## src/rtl/parking_request_encoder.sv

```systemverilog
// parking_request_encoder: synchronizes and debounces the parking sensors,
// queues enter/exit requests and issues one-cycle commands with ack timeout.
module parking_request_encoder #(
  parameter int unsigned DEBOUNCE_CYCLES = 4,
  parameter int unsigned ACK_TIMEOUT     = 8
) (
  input  logic       clk,
  input  logic       reset,
  input  logic       enter_btn,
  input  logic       exit_btn,
  input  logic [1:0] exit_place,
  input  logic [3:0] occupancy,
  input  logic       door_open_pulse,
  output logic [3:0] cmd,
  output logic       busy,
  output logic       done,
  output logic       rejected,
  output logic       dropped
);

  localparam logic [7:0] DB_LAST = 8'(DEBOUNCE_CYCLES - 1);
  localparam logic [7:0] TO_LAST = 8'(ACK_TIMEOUT - 1);

  typedef enum logic [1:0] {
    IDLE,
    ISSUE,
    WAIT_ACK
  } state_t;

  state_t     r_state;
  logic       r_en_s1;
  logic       r_en_s2;
  logic       r_ex_s1;
  logic       r_ex_s2;
  logic [1:0] r_pl_s1;
  logic [1:0] r_pl_s2;
  logic       r_en_db;
  logic       r_ex_db;
  logic [7:0] r_en_cnt;
  logic [7:0] r_ex_cnt;
  logic       r_en_pend;
  logic       r_ex_pend;
  logic [1:0] r_place;
  logic [7:0] r_timer;

  logic       w_en_flip;
  logic       w_ex_flip;
  logic       w_en_rise;
  logic       w_ex_rise;
  logic       w_sel_ex;
  logic       w_sel_en;
  logic       w_ex_ok;
  logic       w_en_ok;

  always_ff @(posedge clk) begin
    if (reset) begin
      r_en_s1 <= 1'b0;
      r_en_s2 <= 1'b0;
      r_ex_s1 <= 1'b0;
      r_ex_s2 <= 1'b0;
      r_pl_s1 <= 2'b00;
      r_pl_s2 <= 2'b00;
    end else begin
      r_en_s1 <= enter_btn;
      r_en_s2 <= r_en_s1;
      r_ex_s1 <= exit_btn;
      r_ex_s2 <= r_ex_s1;
      r_pl_s1 <= exit_place;
      r_pl_s2 <= r_pl_s1;
    end
  end

  // A level flips on the Nth consecutive mismatching edge.
  assign w_en_flip = (r_en_s2 != r_en_db) && (r_en_cnt == DB_LAST);
  assign w_ex_flip = (r_ex_s2 != r_ex_db) && (r_ex_cnt == DB_LAST);
  assign w_en_rise = w_en_flip && r_en_s2;
  assign w_ex_rise = w_ex_flip && r_ex_s2;

  always_ff @(posedge clk) begin
    if (reset) begin
      r_en_db  <= 1'b0;
      r_ex_db  <= 1'b0;
      r_en_cnt <= 8'd0;
      r_ex_cnt <= 8'd0;
    end else begin
      if (r_en_s2 == r_en_db) begin
        r_en_cnt <= 8'd0;
      end else if (w_en_flip) begin
        r_en_cnt <= 8'd0;
        r_en_db  <= r_en_s2;
      end else begin
        r_en_cnt <= r_en_cnt + 8'd1;
      end
      if (r_ex_s2 == r_ex_db) begin
        r_ex_cnt <= 8'd0;
      end else if (w_ex_flip) begin
        r_ex_cnt <= 8'd0;
        r_ex_db  <= r_ex_s2;
      end else begin
        r_ex_cnt <= r_ex_cnt + 8'd1;
      end
    end
  end

  assign w_sel_ex = (r_state == IDLE) && r_ex_pend;
  assign w_sel_en = (r_state == IDLE) && !r_ex_pend && r_en_pend;
  assign w_ex_ok  = occupancy[r_place];
  assign w_en_ok  = (occupancy != 4'b1111);

  always_ff @(posedge clk) begin
    if (reset) begin
      r_en_pend <= 1'b0;
      r_ex_pend <= 1'b0;
      r_place   <= 2'b00;
      dropped   <= 1'b0;
    end else begin
      r_en_pend <= (r_en_pend & ~w_sel_en) | (w_en_rise & ~r_en_pend);
      r_ex_pend <= (r_ex_pend & ~w_sel_ex) | (w_ex_rise & ~r_ex_pend);
      if (w_ex_rise && !r_ex_pend) begin
        r_place <= r_pl_s2;
      end
      dropped <= (w_en_rise & r_en_pend) | (w_ex_rise & r_ex_pend);
    end
  end

  always_ff @(posedge clk) begin
    if (reset) begin
      r_state  <= IDLE;
      r_timer  <= 8'd0;
      cmd      <= 4'b0000;
      busy     <= 1'b0;
      done     <= 1'b0;
      rejected <= 1'b0;
    end else begin
      done     <= 1'b0;
      rejected <= 1'b0;
      unique case (r_state)
        IDLE: begin
          if (w_sel_ex) begin
            if (w_ex_ok) begin
              cmd     <= {2'b01, r_place};
              busy    <= 1'b1;
              r_state <= ISSUE;
            end else begin
              rejected <= 1'b1;
            end
          end else if (w_sel_en) begin
            if (w_en_ok) begin
              cmd     <= 4'b1000;
              busy    <= 1'b1;
              r_state <= ISSUE;
            end else begin
              rejected <= 1'b1;
            end
          end
        end
        ISSUE: begin
          cmd     <= 4'b0000;
          r_timer <= 8'd0;
          r_state <= WAIT_ACK;
        end
        WAIT_ACK: begin
          if (door_open_pulse) begin
            done    <= 1'b1;
            busy    <= 1'b0;
            r_state <= IDLE;
          end else if (r_timer == TO_LAST) begin
            rejected <= 1'b1;
            busy     <= 1'b0;
            r_state  <= IDLE;
          end else begin
            r_timer <= r_timer + 8'd1;
          end
        end
        default: begin
          cmd     <= 4'b0000;
          busy    <= 1'b0;
          r_state <= IDLE;
        end
      endcase
    end
  end

endmodule

```

## config.mk

```make
export PLATFORM = sky130hd
export DESIGN_NAME = parking_request_encoder
export DESIGN_NICKNAME = d
export VERILOG_FILES = /design/src/rtl/parking_request_encoder.sv
export SDC_FILE = /design/constraint.sdc
export NUM_CORES = 1
export LEC_CHECK = 0
export ABC_CLOCK_PERIOD_IN_PS = 1700
export CAP_MARGIN = 20
export CORE_ASPECT_RATIO = 1.2
export CORE_MARGIN = 8
export CORE_UTILIZATION = 40
export CTS_BUF_LIST = sky130_fd_sc_hd__clkbuf_4
export CTS_CLUSTER_SIZE = 40
export DETAILED_ROUTE_END_ITERATION = 6
export PLACE_DENSITY_LB_ADDON = 0.15
export SLEW_MARGIN = 10
export SYNTH_ARGS = -nofsm -noshare
export SYNTH_HDL_FRONTEND = slang
export SYNTH_SLANG_ARGS = --single-unit
```

## constraint.sdc

```tcl
create_clock -name clk -period 1.7 [get_ports clk]
set_input_delay 0.255 -clock clk [delete_from_list [all_inputs] [get_ports clk]]
set_output_delay 0.255 -clock clk [all_outputs]
set_load 0.005 [all_outputs]
```

Word-level counts from Yosys, hierarchy flattened
Cells that the tools add are included.
- register bits after elaboration: 48
- input port bits: 11
- output and inout port bits: 8
- word-level logic and storage cells: 109
- add/sub/neg operators: 3
- order comparisons: 1
- eq/ne operators: 16
- mux-type cells: 32
- bitwise logic cells: 17
- reduce and logical (&&, ||, !) cells: 20
- operators by type and width (operator ; count):
    8-bit by 1-bit adder with 8-bit output (second input constant) ; 3
    8-bit by 2-bit equality test with 1-bit output (second input constant) ; 2
    4-bit two-way mux ; 4
    8-bit two-way mux ; 2
    8-bit one-hot mux with 2 select lines ; 1
    1-bit two-way mux ; 14
    2-bit two-way mux ; 6
    3-bit != test (second input constant) ; 4
    8-bit by 3-bit equality test with 1-bit output (second input constant) ; 1
    1-bit logical AND ; 8
    1-bit inverter ; 8
    4-bit one-hot mux with 2 select lines ; 1
    4-bit AND reduction ; 2
    1-bit bitwise AND ; 6
    2-bit one-hot mux with 3 select lines ; 1
    3-bit OR reduction ; 2
    5-bit AND reduction ; 1
    2-bit != test (second input constant) ; 2
    4-bit != test (second input constant) ; 1
    2-bit AND reduction ; 2
    2-bit by 3-bit < comparator with 1-bit output (second input constant) ; 1
    1-bit OR ; 3
    1-bit one-hot mux with 3 select lines ; 1
    3-bit AND reduction ; 1
    other kinds (10) ; 12

Logic depth before layout (Yosys ltp)
- depth in word-level cells: 6
- depth in mapped cells: 6
- depth with buffers taken out: 5

Worst setup path after synthesis
Ideal clock, no wire load.
- path kind: reg-to-reg
- start: reg r_en_cnt[0]
- end: reg r_en_cnt[2]
- setup time: 0.115 ns
- arrival time: 1.573 ns
- required time: 1.585 ns
- slack: 0.013 ns
- stages on the path, launching flop included: 7
- path buffers: 1
- period minus slack after synthesis: 1.687 ns
- cells stage by stage: dfxtp_1 > ha_1 > or4b_4 > nor4_4 > or3_1 > buf_4 > nor2_1
- word-level cells in the longest chain between the ends: 3
- elaborated cells between the ends (all ways): 4
- classes of those cells: add/sub: 1; eq/ne: 1; reduce/logical: 2
- RTL lines (element ; RTL line ; RTL):
    start, declared ; 39 ; logic [7:0] r_en_cnt;
    start signal, assigned ; 92 ; r_en_cnt <= r_en_cnt + 8'd1;
    parallel branches: the longest is 3 deep, another holds 8-bit by 1-bit adder with 8-bit output ; - ;
Parallel ways; which one is timed is not known.
A chain may end at the register's enable or synchronous reset.

Worst setup path in the final report
- start: reg r_en_cnt[0]
- end: reg r_en_db
- word-level cells in the longest chain between the ends: 3
- RTL lines (element ; RTL line ; RTL):
    8-bit by 2-bit equality test with 1-bit output ; 74 ; assign w_en_flip = (r_en_s2 != r_en_db) && (r_en_cnt == DB_LAST);
    1-bit logical AND ; 74 ;
    2-bit AND reduction (no line) ; - ;
    end signal, assigned ; 90 ; r_en_db <= r_en_s2;
    end, declared ; 37 ; logic r_en_db;
Every way passes these cells.

==> flow_summary.ini <==
[setup_path]
start_kind = register
endpoint_kind = register
critPathMaxStageDelay_ns = 0.47
r2r_start = r_en_cnt[0]
arrival_ns = 1.90
r2r_cells = 6
cp_cell_sequence = ha_4 -> or4b_4 -> nor4_4 -> buf_4 -> mux2i_1 -> nor2_1
critPathMaxFanout = 3
slowest_stage = or4b_4
crit_type = register to register
cp.depth = 6
path_delay_family = simple AND/OR/NAND/NOR gates
required_ns = 1.97
critPathBufInv = 1
crit_path_start = r_en_cnt[0]

[global_route]
grt_use_total = 0.112
antenna_found_initial = 0
grt_pass1_vias = 1552
grt_overflow_total = 0
grt_pass1_wl_mm = 6.84
grt_max_degree = 19

[place]
gp_congestion = 0.777
io_buffers = 18
pre_cts_ws_ns = -0.198
dpl.hpwl_mm = 3.00

[synthesis]
yosys-top-cells-count = dfxtp_1 (48), nor2_1 (34), xor2_1 (15)
synth_area_leaders = dfxtp_1 (48%), xor2_1 (6.6%), nor2_1 (6.4%)
synthArstFlopShare = 0
synth_fp_nets = 216
avgSynthCellArea_sq_um = 9.92
yosys.area.top_type = dfxtp_1
synth_area_sq_um = 2000
yosysMostFrequentCell = dfxtp_1
synth_top_area_frac = 0.480
ys_seq_elements = 48
synth_edf_count = 0
seq_area_frac_synth = 0.480
synth-warning-count = 0
ys_types = 47
synth_ff_type = dfxtp_1
syn_inst = 202

[cts]
cts.clk_slew.worst_paths_ns = 0.13
cts.sinks = 48
cts_max_level = 2
cts_tree = built
postCtsHoldBufs = 0
root_buffer = clkbuf_4
numCtsBuffers = 5
insertion_delay_ns = 0.36
clock_path_buffers = 2

[min_path]
min_from = exit_place[0]
whs_path_depth = 2
hp-class = input port to register

[floorplan]
die_w_um = 80.6
start_util = 0.411
row_count = 28
die_area_sq_um = 7540
core_area_sq_um = 4870
die_h_um = 93.5
io_pins = 19

[timing]
tns_ns = 0
max_slew_margin = 0.741
layout_setup_ws_ns = 0.0681
finalHoldViolCount = 0
tightest_slew_ns = 0.383
period_minus_slack_ns = 1.63
slew_viol_final = 0
hold_slack_ns = 0.440
setup_violations = 0
final.setup_skew_ns = 0.0121
period_share = 0.960
fmax_ghz = 0.613
rsz0062_at_grt = true

[cells_and_area]
diodes = 0
syn_to_final_growth_pct = 20.5
final_core_util = 0.496
drive_gt1_frac = 0.139
fin_nets = 244

[routing]
via_per_inst = 5.13
dr.pass1.iters = 4
drt_iter0_drc = 44
drc_errors = 0
wl_mm = 3.93
wl_per_cell_um = 13.5
vias = 1494
detail-route-antenna-nets = 0

[power_and_ir_drop]
ir_worst_vdd_mv = 0.589
p_leak_nw = 0.886
power_mw = 1.89
p_per_area_nw_per_um2 = 781

[run]
cap_violations = 0

[status]
outcome = finished clean
[what timing repair did]
item	4_1_cts	5_1_grt
setup endpoints to repair	0	14
gates resized for setup	0	6
buffers inserted	0	0
[layout make-up]
type | count | area (sq um)
multi-input combinational | 145 | 1020
tap | 60 | 75.1
inverter | 3 | 11.3
sequential | 48 | 965
clock inverter | 3 | 42.5
timing repair buffer | 27 | 260
fill | 460 | 2460
clock buffer | 5 | 37.5
[registers in the layout, indices dropped and copies added (netlist names), 2 cells and up]
name,count
r_pl_s1,2
r_place,2
r_en_cnt,8
r_ex_cnt,8
cmd,4
r_pl_s2,2
r_timer,8
r_state,2
[metrics by stage]
stage,cells,cell area [sq um]
after floorplan,202,2000
after global placement,283,2310
after detailed placement,283,2310
after CTS,291,2390
after global routing,291,2410
final,291,2410
[placed cells by master, fill, tap and decap left out, types with 2 or more instances in the layout]
master / n
o211ai_1: 5
nand4_1: 2
and2_1: 2
nand3_1: 14
inv_1: 3
mux2i_1: 5
clkdlybuf4s50_1: 18
dfxtp_2: 3
xnor2_1: 5
buf_4: 8
nor2b_1: 14
clkbuf_4: 5
or3_1: 2
ha_1: 2
and4_1: 3
dfxtp_1: 45
nand2_1: 2
and3_1: 6
xor2_1: 15
nand2b_1: 2
nor2_1: 34
a21oi_1: 4
[per-layer routing]
layer  share of wire  wire length, um  vias up  track usage
met4           0.018               70        0       0.0441
met3           0.038              150        6       0.0365
met5               0                0        -            0
met1            0.42             1650      703        0.122
li1                -                -      762            -
met2            0.52             2060       23        0.194
[logic make-up (layout without fill, tap and decap cells)]
kind of cell    count (synthesis)  after routing  share of synthesized area
simple gates                   93             93                      0.262
flops                          48             48                      0.480
compound gates                 22             22                     0.0950
xor+xnor                       20             20                     0.0874
buf+inv                         9             38                     0.0187
mux                             7              7                     0.0381
fa+ha+maj                       3              3                     0.0187
[where the power goes]
part / internal [mW] / switching (mW) / total, mW / leakage (nW)
Sequential: 1.14 / 0.00424 / 1.14 / 0.390
Clock: 0.307 / 0.361 / 0.668 / 0.0412
Combinational: 0.0455 / 0.0332 / 0.0786 / 0.455
Total: 1.49 / 0.398 / 1.89 / 0.886
[final timing paths]
check / end / slack [ns]
min reg2reg: r_ex_cnt[0] / 0.45
min: r_pl_s1[0] / 0.44
max: r_en_db / 0.07
max reg2reg: r_en_db / 0.07
Note: power is estimated with default switching activity, not from simulation.
==> edit, RTL diff (same settings) <==
Register the output `cmd` once more, cleared by the reset; this adds one clock of latency there. The other outputs are not delayed to match.
--- a/src/rtl/parking_request_encoder.sv
+++ b/src/rtl/parking_request_encoder.sv
@@ -26,6 +26,8 @@
     ISSUE,
     WAIT_ACK
   } state_t;
+
+  logic [3:0] cmd_s0;
 
   state_t     r_state;
   logic       r_en_s1;
@@ -127,7 +129,7 @@
     if (reset) begin
       r_state  <= IDLE;
       r_timer  <= 8'd0;
-      cmd      <= 4'b0000;
+      cmd_s0   <= 4'b0000;
       busy     <= 1'b0;
       done     <= 1'b0;
       rejected <= 1'b0;
@@ -138,7 +140,7 @@
         IDLE: begin
           if (w_sel_ex) begin
             if (w_ex_ok) begin
-              cmd     <= {2'b01, r_place};
+              cmd_s0  <= {2'b01, r_place};
               busy    <= 1'b1;
               r_state <= ISSUE;
             end else begin
@@ -146,7 +148,7 @@
             end
           end else if (w_sel_en) begin
             if (w_en_ok) begin
-              cmd     <= 4'b1000;
+              cmd_s0  <= 4'b1000;
               busy    <= 1'b1;
               r_state <= ISSUE;
             end else begin
@@ -155,7 +157,7 @@
           end
         end
         ISSUE: begin
-          cmd     <= 4'b0000;
+          cmd_s0  <= 4'b0000;
           r_timer <= 8'd0;
           r_state <= WAIT_ACK;
         end
@@ -173,7 +175,7 @@
           end
         end
         default: begin
-          cmd     <= 4'b0000;
+          cmd_s0  <= 4'b0000;
           busy    <= 1'b0;
           r_state <= IDLE;
         end
@@ -181,5 +183,13 @@
     end
   end
 
+  always_ff @(posedge clk) begin
+    if (reset) begin
+      cmd <= '0;
+    end else begin
+      cmd <= cmd_s0;
+    end
+  end
+
 endmodule
 
Behaviour: not the same (a bounded check fails within 10 cycles, from zero or initial values and one cycle with reset high).
==> edit against the original RTL <==
Sequential share of layout area grew 0.29 points. Wire length shrank 3.3%. Critical path depth shrank 2. Area after synthesis grew 5.7%. Sequential cell count grew 4. Power shrank 0.19%. Worst setup slack lost 51 ps. Final area grew 7.5%. Utilization grew 0.45 points. Critical path type unchanged. Critical endpoint is now r_place[0]. Largest cell class is now sequential cells. Largest power group unchanged. Highest routed layer unchanged.
==> edit: results (changes against the original RTL) <==
routed vias/inst 4.92 (was 5.13); relative slew slack 66.9% (was 74.1%); dpl cell area 2510 um^2 (was 2310 um^2); Clk Latency, worst-skew pair 380 ps (was 360 ps); most area-consuming cells after synthesis dfxtp_1 (49%), nor2_1 (5.9%), xor2_1 (4.6%), nor2b_1 (3.8%), xnor2_1 (3.3%) (was dfxtp_1 (48%), xor2_1 (6.6%), nor2_1 (6.4%), nor2b_1 (4.4%), nand3_1 (3.5%)); Final nets 261 (was 244); Worst VDD drop 0.439 mV (was 0.589 mV); GPL Wtd Cong 0.728 (was 0.777); initial antenna violation count 0 (unchanged); cell count after synthesis 206 (was 202); Antenna Cells 0 (unchanged); DP HPWL 2800 um (was 3000 um); Final Non-Filler Cells 310 (was 291); Critical Path AT 1960 ps (was 1900 ps); Int Pwr 1.44 mW (was 1.49 mW); clock transition at the registers of the reported paths 170 ps (was 130 ps); Clock Skew 22.7 ps (was 12.1 ps); PortBufs 18 (unchanged); clk buf depth 2 (unchanged); status finished, final reports clean (unchanged); layout cells sized above 1 20.6% (was 13.9%); P_leak 0.957 nW (was 0.886 nW); synth cell count leaders dfxtp_1 (52), nor2_1 (33), nor2b_1 (13) (was dfxtp_1 (48), nor2_1 (34), xor2_1 (15)); first-pass GRT wire length 6380 um (was 6840 um); vias in the first global route 1430 (was 1552); total wire length 3800 um (was 3930 um); dpl cells 301 (was 283); post-synth cell types 50 (was 47); largest net degree at the start of global routing 18 (was 19); TritonRoute pass-1 iters 4 (unchanged); GRT Total Usage 10.2% (was 11.2%); Warnings, synthesis 0 (unchanged); Starting DRT DRC Count 67 (was 44); Syn Nets 220 (was 216); sequential area share after synthesis 49.2% (was 48.0%)
## edit: cell count changes after synthesis, moves of 3 or more
| cell | unedited run | this run |
|---|---|---|
| o211ai_1 | 5 | 0 |
| dfxtp_1 | 48 | 52 |
| xor2_1 | 15 | 11 |
| buf_2 | 0 | 3 |
| nand2_1 | 2 | 5 |
| nor3_1 | 1 | 4 |
| xnor2_1 | 5 | 8 |
## edit: area by class of cell
class	count	area, um^2
clock inverters	3	22.5
clock buffers	5	37.5
repair buffers	42	377
multi-input cells	142	1020
flip-flops and latches	52	1040
fillers	491	2590
inverters	4	15.0
well taps	62	77.6
## edit: per-layer routing
layer,track usage (%),vias up,part of all wire (%)
li1,-,800,-
met1,12.5,703,48
met2,16.1,17,46
met3,3.55,6,4.2
met4,3.96,0,1.5
met5,0,-,0
## edit: per-stage QoR
step / setup TNS, ps / setup slack [ps]
finish: 0 / 17.2
global route: -94.8 / -42.0
CTS: 0 / 4.80
detailed placement: -1140 / -214
global placement: -1130 / -197
floorplan: 0 / 13.1
## edit: power by group through the flow
stage | logic (mW) | clock network, mW | registers (mW)
final | 0.0750 | 0.574 | 1.23
after global routing | 0.0825 | 0.655 | 1.24
after CTS | 0.0760 | 0.604 | 1.23
after detailed placement | 0.0759 | 0 | 1.26
after global placement | 0.0754 | 0 | 1.26
after floorplan | 0.0332 | 0 | 1.26
## edit: cell families (layout without fill, tap and decap cells)
| logic type | Yosys count | count (layout) | share of synthesized area (%) |
|---|---|---|---|
| buf+inv | 12 | 54 | 3.07 |
| compound gates | 21 | 21 | 10.5 |
| flops | 52 | 52 | 49.2 |
| xor+xnor | 19 | 19 | 7.86 |
| fa+ha+maj | 3 | 3 | 1.77 |
| mux | 5 | 5 | 2.96 |
| simple gates | 94 | 94 | 24.7 |
## edit: worst paths after layout
path,from,to,slack (ps),cells past startpoint
worst max-delay path,r_ex_cnt[5],r_place[0],20,4
worst min-delay path,enter_btn,r_en_s1,420,2
worst max register to register,r_ex_cnt[5],r_place[0],20,4
worst min register to register,r_ex_s1,r_ex_s2,440,1
## edit: timing repair
| item | 4_1_cts | 5_1_grt |
|---|---|---|
| pin swaps | 1 | 2 |
| setup buffers | 0 | 1 |
| gates resized for setup | 3 | 5 |
| endpoints found under the setup margin | 5 | 6 |
| cloned | 0 | 0 |
## edit: critical path, cell delays in order, from the launching register on
cell     delay (ps)
dfxtp_2         370
or4_4           540
nor4_4          380
mux2i_1         240
nor2_1           50
